<file path="config.mk">
export PLATFORM = sky130hd
export DESIGN_NAME = adrv9001_tdd_sched
export DESIGN_NICKNAME = d
export VERILOG_FILES = /design/src/rtl/adrv9001_pkg.sv /design/src/rtl/adrv9001_tdd_window.sv /design/src/rtl/adrv9001_tdd_sched.sv
export SDC_FILE = /design/constraint.sdc
export NUM_CORES = 1
export LEC_CHECK = 0
export ABC_AREA = 1
export CORE_MARGIN = 4
export CORE_UTILIZATION = 30
export DETAILED_ROUTE_END_ITERATION = 6
export PLACE_DENSITY_LB_ADDON = 0.05
export REMOVE_ABC_BUFFERS = 1
export SYNTH_ARGS = -nofsm -noshare
export SYNTH_HDL_FRONTEND = slang
export SYNTH_SLANG_ARGS = --single-unit
</file>
<file path="constraint.sdc">
create_clock -name clk -period 12.1 [get_ports clk]
set_input_delay 3.025 -clock clk [delete_from_list [all_inputs] [get_ports clk]]
set_output_delay 3.025 -clock clk [all_outputs]
set_load 0.005 [all_outputs]
</file>
<file path="src/rtl/adrv9001_pkg.sv">
// Shared definitions for the ADRV9001 TDD scheduling logic.
//   tdd_state_e : scheduler FSM states
//   CH_*        : bit positions of each channel in the ch_en vector
package adrv9001_pkg;

  typedef enum logic [1:0] {
    StIdle,
    StArmed,
    StRun
  } tdd_state_e;

  localparam int unsigned CH_RX1 = 0;
  localparam int unsigned CH_RX2 = 1;
  localparam int unsigned CH_TX1 = 2;
  localparam int unsigned CH_TX2 = 3;

endpackage

</file>
<file path="src/rtl/adrv9001_tdd_window.sv">
// Per-channel on/off window compare with a registered enable output.
//   clk, rst : clock, asynchronous active-high reset
//   on_cnt   : counter value at which the window opens
//   off_cnt  : counter value at which the window closes
//   cnt      : current frame counter
//   run      : qualifies the window; low forces the enable low on the next edge
//   en       : registered enable, one cycle behind the qualifying counter value
module adrv9001_tdd_window
  import adrv9001_pkg::*;
#(
  parameter int unsigned CNT_WIDTH = 32
) (
  input  logic                 clk,
  input  logic                 rst,
  input  logic [CNT_WIDTH-1:0] on_cnt,
  input  logic [CNT_WIDTH-1:0] off_cnt,
  input  logic [CNT_WIDTH-1:0] cnt,
  input  logic                 run,
  output logic                 en
);

  logic hit;

  // on > off describes a window that wraps across the frame boundary.
  always_comb begin
    hit = 1'b0;
    if (on_cnt < off_cnt) begin
      hit = (cnt >= on_cnt) && (cnt < off_cnt);
    end else if (on_cnt > off_cnt) begin
      hit = (cnt >= on_cnt) || (cnt < off_cnt);
    end
  end

  always_ff @(posedge clk or posedge rst) begin
    if (rst) begin
      en <= 1'b0;
    end else begin
      en <= run && hit;
    end
  end

endmodule

</file>
<file path="src/rtl/adrv9001_tdd_sched.sv">
// Frame-based TDD scheduler for the ADRV9001 rx1/rx2/tx1/tx2 channels.
//   clk, rst   : s_axi_aclk, asynchronous active-high reset
//   start      : pulse, latch configuration and begin the schedule
//   stop       : pulse, stop gracefully at the end of the current frame
//   abort      : immediate stop, enables dropped on the next edge
//   sync_mode  : wait for a sync_in rising edge before frame 0
//   sync_in    : external frame sync, synchronous to clk
//   frame_len  : last counter value of a frame (period = frame_len + 1)
//   num_frames : frames to run, 0 = continuous
//   on_cnt     : packed per-channel window open values
//   off_cnt    : packed per-channel window close values
//   ch_en      : registered per-channel TDD enables {tx2,tx1,rx2,rx1}
//   frame_strb : registered pulse for counter == 0 in RUN
//   frame_cnt  : frames completed since the last accepted start
//   busy       : high while ARMED or RUN
//   done       : pulse on the RUN -> IDLE transition at a frame wrap
module adrv9001_tdd_sched
  import adrv9001_pkg::*;
#(
  parameter int unsigned NUM_CH    = 4,
  parameter int unsigned CNT_WIDTH = 32,
  parameter int unsigned FRM_WIDTH = 16
) (
  input  logic                        clk,
  input  logic                        rst,
  input  logic                        start,
  input  logic                        stop,
  input  logic                        abort,
  input  logic                        sync_mode,
  input  logic                        sync_in,
  input  logic [CNT_WIDTH-1:0]        frame_len,
  input  logic [FRM_WIDTH-1:0]        num_frames,
  input  logic [NUM_CH*CNT_WIDTH-1:0] on_cnt,
  input  logic [NUM_CH*CNT_WIDTH-1:0] off_cnt,
  output logic [NUM_CH-1:0]           ch_en,
  output logic                        frame_strb,
  output logic [FRM_WIDTH-1:0]        frame_cnt,
  output logic                        busy,
  output logic                        done
);

  tdd_state_e                  state_q, state_d;
  logic [CNT_WIDTH-1:0]        cnt_q, cnt_d;
  logic [FRM_WIDTH-1:0]        fcnt_q, fcnt_d;
  logic                        pend_q, pend_d;
  logic                        sync_q;
  logic                        strb_q, strb_d;
  logic                        done_q, done_d;
  logic                        accept;
  logic                        run_en;
  logic                        wrap;
  logic                        last;

  // Shadow configuration, only loaded by an accepted start.
  logic [CNT_WIDTH-1:0]        len_q;
  logic [FRM_WIDTH-1:0]        nfr_q;
  logic [NUM_CH*CNT_WIDTH-1:0] on_q;
  logic [NUM_CH*CNT_WIDTH-1:0] off_q;

  assign wrap   = (cnt_q == len_q);
  assign last   = (nfr_q != '0) && ((fcnt_q + FRM_WIDTH'(1)) == nfr_q);
  // Gating with abort makes the enables drop on the same edge the FSM leaves RUN.
  assign run_en = (state_q == StRun) && !abort;

  always_comb begin
    state_d = state_q;
    cnt_d   = cnt_q;
    fcnt_d  = fcnt_q;
    pend_d  = pend_q;
    strb_d  = 1'b0;
    done_d  = 1'b0;
    accept  = 1'b0;
    if (abort) begin
      state_d = StIdle;
      pend_d  = 1'b0;
    end else begin
      case (state_q)
        StIdle: begin
          if (start && !stop) begin
            accept  = 1'b1;
            cnt_d   = '0;
            fcnt_d  = '0;
            pend_d  = 1'b0;
            state_d = sync_mode ? StArmed : StRun;
          end
        end
        StArmed: begin
          if (stop) begin
            state_d = StIdle;
          end else if (sync_in && !sync_q) begin
            state_d = StRun;
            cnt_d   = '0;
          end
        end
        StRun: begin
          strb_d = (cnt_q == '0);
          if (stop) begin
            pend_d = 1'b1;
          end
          if (wrap) begin
            cnt_d = '0;
            if (fcnt_q != '1) begin
              fcnt_d = fcnt_q + FRM_WIDTH'(1);
            end
            // A stop arriving on the wrap cycle still ends the current frame.
            if (last || pend_q || stop) begin
              state_d = StIdle;
              done_d  = 1'b1;
              pend_d  = 1'b0;
            end
          end else begin
            cnt_d = cnt_q + CNT_WIDTH'(1);
          end
        end
        default: state_d = StIdle;
      endcase
    end
  end

  always_ff @(posedge clk or posedge rst) begin
    if (rst) begin
      state_q <= StIdle;
      cnt_q   <= '0;
      fcnt_q  <= '0;
      pend_q  <= 1'b0;
      sync_q  <= 1'b0;
      strb_q  <= 1'b0;
      done_q  <= 1'b0;
      len_q   <= '0;
      nfr_q   <= '0;
      on_q    <= '0;
      off_q   <= '0;
    end else begin
      state_q <= state_d;
      cnt_q   <= cnt_d;
      fcnt_q  <= fcnt_d;
      pend_q  <= pend_d;
      sync_q  <= sync_in;
      strb_q  <= strb_d;
      done_q  <= done_d;
      if (accept) begin
        len_q <= frame_len;
        nfr_q <= num_frames;
        on_q  <= on_cnt;
        off_q <= off_cnt;
      end
    end
  end

  for (genvar i = 0; i < NUM_CH; i++) begin : g_win
    adrv9001_tdd_window #(
      .CNT_WIDTH(CNT_WIDTH)
    ) u_win (
      .clk    (clk),
      .rst    (rst),
      .on_cnt (on_q[i*CNT_WIDTH +: CNT_WIDTH]),
      .off_cnt(off_q[i*CNT_WIDTH +: CNT_WIDTH]),
      .cnt    (cnt_q),
      .run    (run_en),
      .en     (ch_en[i])
    );
  end

  assign frame_strb = strb_q;
  assign frame_cnt  = fcnt_q;
  assign busy       = (state_q != StIdle);
  assign done       = done_q;

endmodule

</file>
Yosys cells after proc, flatten, opt, wreduce, memory -nomap -nowiden
Cells that the tools add are included.
{"block": "op_classes", "addsub": 2, "magnitude_cmp": 16, "n_eq_ne": 14, "mux": 40, "bitwise_logic": 1, "reduce_logical": 32}
{"op": "< comparator 32 bit", "count": 8}
{"op": "greater-or-equal comparator 32 bit", "count": 4}
{"op": "> comparator 32 bit", "count": 4}
{"op": "2-to-1 mux 32 bit", "count": 4}
{"op": "case mux 32 bit (3 select lines)", "count": 1}
{"op": "2-to-1 mux 16 bit", "count": 3}
{"op": "adder 32 x 1 -> 32 bit, second input constant", "count": 1}
{"op": "== test 32 bit", "count": 1}
{"op": "logical NOT 32 bit", "count": 1}
{"op": "case mux 16 bit (2 select lines)", "count": 1}
{"op": "2-to-1 mux 1 bit", "count": 22}
{"op": "adder 16 x 1 -> 16 bit, second input constant", "count": 1}
{"op": "== test 16 bit", "count": 1}
{"op": "inequality test 16 bit, second input constant", "count": 1}
{"op": "nonzero test 16 bit", "count": 1}
{"op": "2-to-1 mux 2 bit", "count": 7}
{"op": "logical AND 1 bit", "count": 12}
{"op": "AND reduction 5 bit", "count": 2}
{"op": "inequality test 2 bit, second input constant", "count": 4}
{"op": "logical OR 1 bit", "count": 6}
{"op": "inequality test 3 bit, second input constant", "count": 2}
{"op": "case mux 2 bit (3 select lines)", "count": 1}
{"op": "nonzero test 3 bit", "count": 2}
{"op": "inequality test 4 bit, second input constant", "count": 1}
{"op": "11 further kinds", "count": 14}
{"block": "totals", "ff_bits": 362, "word_cells": 120}

Depth between registers and ports, before layout
{"block": "logic_depth", "depth_word": 9, "mapped_depth": 16, "mapped_depth_nobuf": 16}

Cells and area by module
From an unflattened synthesis, not the netlist that was laid out.
{"block": "hier_totals", "cells_unflattened": 2752, "area_unflattened_um2": 25135.4}
{"module": "adrv9001_tdd_sched", "n_inst": 1, "cells_each": 1270, "area_per_inst_um2": 15448.6, "seq_area_each_um2": 8958.6}
{"module": "adrv9001_tdd_window (g_win[0].u_win ...)", "n_inst": 3, "cells_each": 370, "area_per_inst_um2": 2418.6, "seq_area_each_um2": 25.0}
{"module": "adrv9001_tdd_window (g_win[1].u_win)", "n_inst": 1, "cells_each": 372, "area_per_inst_um2": 2431.1, "seq_area_each_um2": 25.0}

Least setup slack after synthesis
OpenSTA, ideal clock, no wires.
{"block": "synth_timing", "kind": "input -> register", "from": "input abort", "to": "register cnt_q[15]", "setup_ns": 0.121, "t_arrival_ns": 4.197, "t_required_ns": 11.979, "path_slack_ns": 7.782, "cell_stages": 12, "path_buffers": 0, "path_cell_list": "inv_1 > nand2_1 > nand2_1 > nand3_4 > inv_4 > nand2_2 > nor3_4 > nand2_2 > nor2_4 > nand2_1 > o21ai_1 > a21oi_1"}
{"block": "synth_via", "elab_chain_len": 2}
{"element": "start: declaration", "line": "adrv9001_tdd_sched.sv:28", "text": "input logic abort,"}
{"element": "inverter 1 bit (no line)"}
{"element": "AND reduction 5 bit (no line)"}
{"element": "end signal: assignment", "line": "adrv9001_tdd_sched.sv:135", "text": "cnt_q <= cnt_d;"}
{"element": "end: declaration", "line": "adrv9001_tdd_sched.sv:43", "text": "logic [CNT_WIDTH-1:0] cnt_q, cnt_d;"}
Every way passes these cells.
A chain may end at the register's enable or synchronous reset.

Final worst setup path
{"block": "layout_timing", "from": "input stop", "to": "register off_q[79]"}
{"block": "layout_via", "elab_chain_len": 5}
{"element": "start: declaration", "line": "adrv9001_tdd_sched.sv:27", "text": "input logic stop,"}
{"element": "logical NOT 1 bit", "line": "adrv9001_tdd_sched.sv:79", "text": "if (start && !stop) begin"}
{"element": "logical AND 1 bit", "line": "adrv9001_tdd_sched.sv:79"}
{"element": "2-to-1 mux 1 bit", "line": "adrv9001_tdd_sched.sv:79"}
{"element": "2-to-1 mux 1 bit", "line": "adrv9001_tdd_sched.sv:77", "text": "case (state_q)"}
{"element": "2-to-1 mux 1 bit", "line": "adrv9001_tdd_sched.sv:73", "text": "if (abort) begin"}
{"element": "end signal: assignment", "line": "adrv9001_tdd_sched.sv:145", "text": "off_q <= off_cnt;"}
{"element": "end: declaration", "line": "adrv9001_tdd_sched.sv:58", "text": "logic [NUM_CH*CNT_WIDTH-1:0] off_q;"}
Every way passes these cells.

==> impl_results.md <==
- Status: finished clean
- Yosys reg bits: 362
- Clock Sinks: 362
- Wirelength per Cell: 18.9 um
- Crit. End Element: flop
- RSZ-0062 raised after global routing: no
- Fill cells: 8239
- Final net count: 4010
- Root Driver: clkbuf_16
- Simple-Gate Fraction of Synth Area: 19.4%
- Post-synthesis cell count: 2981
- Post-layout min period: 5490 ps
- DR vias/cell: 4.80
- Post-layout worst setup margin: 6610 ps
- Worst-Skew Late Latency: 600 ps
- Die width: 293 um
- Die area: 0.0857 mm2
- Worst hold margin: 531 ps
- Number of synthesized flops with an enable pin: 0
- # hold bufs at CTS: 0
- GRT Overall Usage: 19.2%
- Placed wire-length estimate: 63100 um
- I/O Buffers: 333
- Synth Warn #: 0
- Post-synth top flop: dfrtp_1
- Total negative slack: 0 ps
- Die Height: 293 um
- Post-CTS setup buffer count: 0
- Initial antenna violation count: 5
- Post-Synth Adder-Cell Area: 19.7%
- Asr flop ratio synth: 100%
- Register area share after synthesis: 37.2%
- Final Max Tran Viols: 0
- Max FO, Critical Path: 200
- GPL Wtd Cong: 0.862
- FP Rows: 104
- Core area: 0.0804 mm2
- Layout cell share with drive strength beyond 1: 6.13%
- Post-synthesis compound-gate area fraction: 12.5%
- Fmax: 0.182 GHz
- R2r setup slk: 8710 ps
- Post_cts resized: 0
- DRC viols: 0
- Iter 0 DRT Violations: 1076
- Mux cell area share after synthesis: 1.62%
- Final Hold Fails: 0
- Worst-case headroom to the max-slew limit: 17.3%
- Most frequent cells in the layout: 445 x a21oi_1, 432 x nor2_1, 396 x inv_1
- Routed wire length: 83600 um
- First-pass GRT wire length: 128000 um
- Dpl ws: 6040 ps
- Pwr Total: 6.00 mW
- VDD IR max: 0.106 mV
- Largest net degree at the start of global routing: 201
- Worst Path Required: 12610 ps
- Library cells used by synthesis: 51
- Congestion Overflow GR: 0
- Top Ports: 334
- Area Overhead vs Synth: 26.1%
- CP Class: in2reg
- Vias in the first global route: 21709
- Slew of the pin with the lowest slew margin: 1230 ps
- Post-route cell area: 0.0307 mm2
- Routed vias: 21233
- Final period utilization: 45.4%
- Critical path startpoint category: input pin
- 1st-pass router iterations: 5
- Cts bufs inserted: 51
- H-tree depth: 2
- Most common cell after layout, fill and taps aside: a21oi_1
- Pwr Density: 196 mW/mm2
- Avg Cell Area, Syn: 8.16 um2
- Leakage Power: 15.6 nW
- Worst Skew: 27.7 ps
- Synthesized cell area: 0.0243 mm2
- Post-Synth XOR/XNOR Area: 1.78%
- CTS tree: yes
- Max-Cap Viols: 0
- Largest family of logic cells by synthesized area: adder cells
- Initial Utilization: 30.3%
- Final ANT Viol Nets: 0
- Placed Area: 0.0289 mm2
- Worst hold path class: reg2reg
- Setup violations, final: 0
- Clock Path Buffers: 3
- Worst-path clk slew: 60 ps
- WP data arrival: 6000 ps
## synthesized netlist by cell type (2+ instances only)
master,count,area [um2]
a21oi_1,445,2230
nor2_1,432,1620
inv_1,397,1490
ha_1,383,4790
nand2_1,383,1440
dfrtp_1,362,9060
nand3_1,118,591
o21ai_0,85,425
nand4_1,53,332
xor2_1,44,385
buf_2,38,190
mux2_2,35,394
clkbuf_1,33,124
nor3_1,23,115
nor4_1,20,125
a31oi_1,14,87.6
o21a_1,13,97.6
o211ai_1,11,82.6
nand2_2,9,56.3
nor3_2,8,80.1
buf_4,6,45.0
nor2_2,6,37.5
a211oi_1,5,37.5
inv_2,5,18.8
nor2_4,5,56.3
buf_1,4,15.0
nor4b_1,4,35.0
a21o_1,3,22.5
nor3_4,3,48.8
o21bai_1,3,22.5
or2_2,3,18.8
xnor2_1,3,26.3
nand3_2,2,20.0
nand3b_1,2,15.0
nor2b_1,2,12.5
nor3b_1,2,15.0
nor4_2,2,25.0
o21ai_1,2,10.0
## report_power, final
group	switching (mW)	internal, mW	total [mW]
clock network	0.605	0.958	1.56
logic	1.48	0.986	2.47
registers	0.258	1.72	1.97
## cell families (layout without fill, tap and decap cells)
group / count (synthesis) / in the layout
and+or+nand+nor: 1083 / 1083
xor gates and xnor gates: 48 / 48
muxes: 35 / 35
other: 0 / 5
adders and majority gates: 383 / 383
AOI/OAI and AO/OA: 585 / 585
buffers and inverters: 485 / 863
DFF: 362 / 362
## registers in the layout, summed over array words and instances, names as in the netlist, 2 cells and up
register / count
off_q: 128
on_q: 128
cnt_q: 32
len_q: 32
frame_cnt: 16
nfr_q: 16
g_win.u_win.en: 4
state_q: 2
## path summary, 6_finish.rpt
| check | startpoint | to | cells after the start |
|---|---|---|---|
| setup reg to reg | cnt_q[25] | frame_cnt[10] | 10 |
| max in group asynchronous | rst | on_q[4] | 3 |
| hold reg to reg | len_q[24] | len_q[24] | 1 |
| min in group asynchronous | rst | on_q[127] | 2 |
| setup / recovery | stop | off_q[79] | 7 |
| hold / removal | len_q[24] | len_q[24] | 1 |
## critical path, cell delays in order
cell,delay [ps]
clkdlybuf4s50_1,510
nor2_1,100
nand3_4,420
buf_12,600
buf_4,800
nor2_1,120
a21oi_1,160
## final cells by class
cell class                      instances  area (um2)  area share (%)
Antenna cell                            5        12.5          0.0408
Clock buffer                           77        1570            5.13
Clock inverter                         19         185           0.603
Inverter                              403        1520            4.96
Multi-Input combinational cell       2134       13400            43.7
Sequential cell                       362        9060            29.5
Tap cell                             1060        1330            4.32
Timing Repair Buffer                  364        3620            11.8
## through the flow
step                instances  utilization (%)
floorplan                2899                -
global placement         4323             36.0
detailed placement       4323             36.0
CTS                      4419             38.2
global route             4421             38.2
finish                   4424             38.2
## layer usage
layer | routed length [um] | track usage, %
met5 | 0 | 0
met4 | 1450 | 3.97
met3 | 3680 | 3.12
met2 | 38400 | 31.5
met1 | 40100 | 26.8
No activity file was read; power rests on OpenSTA's default activity.
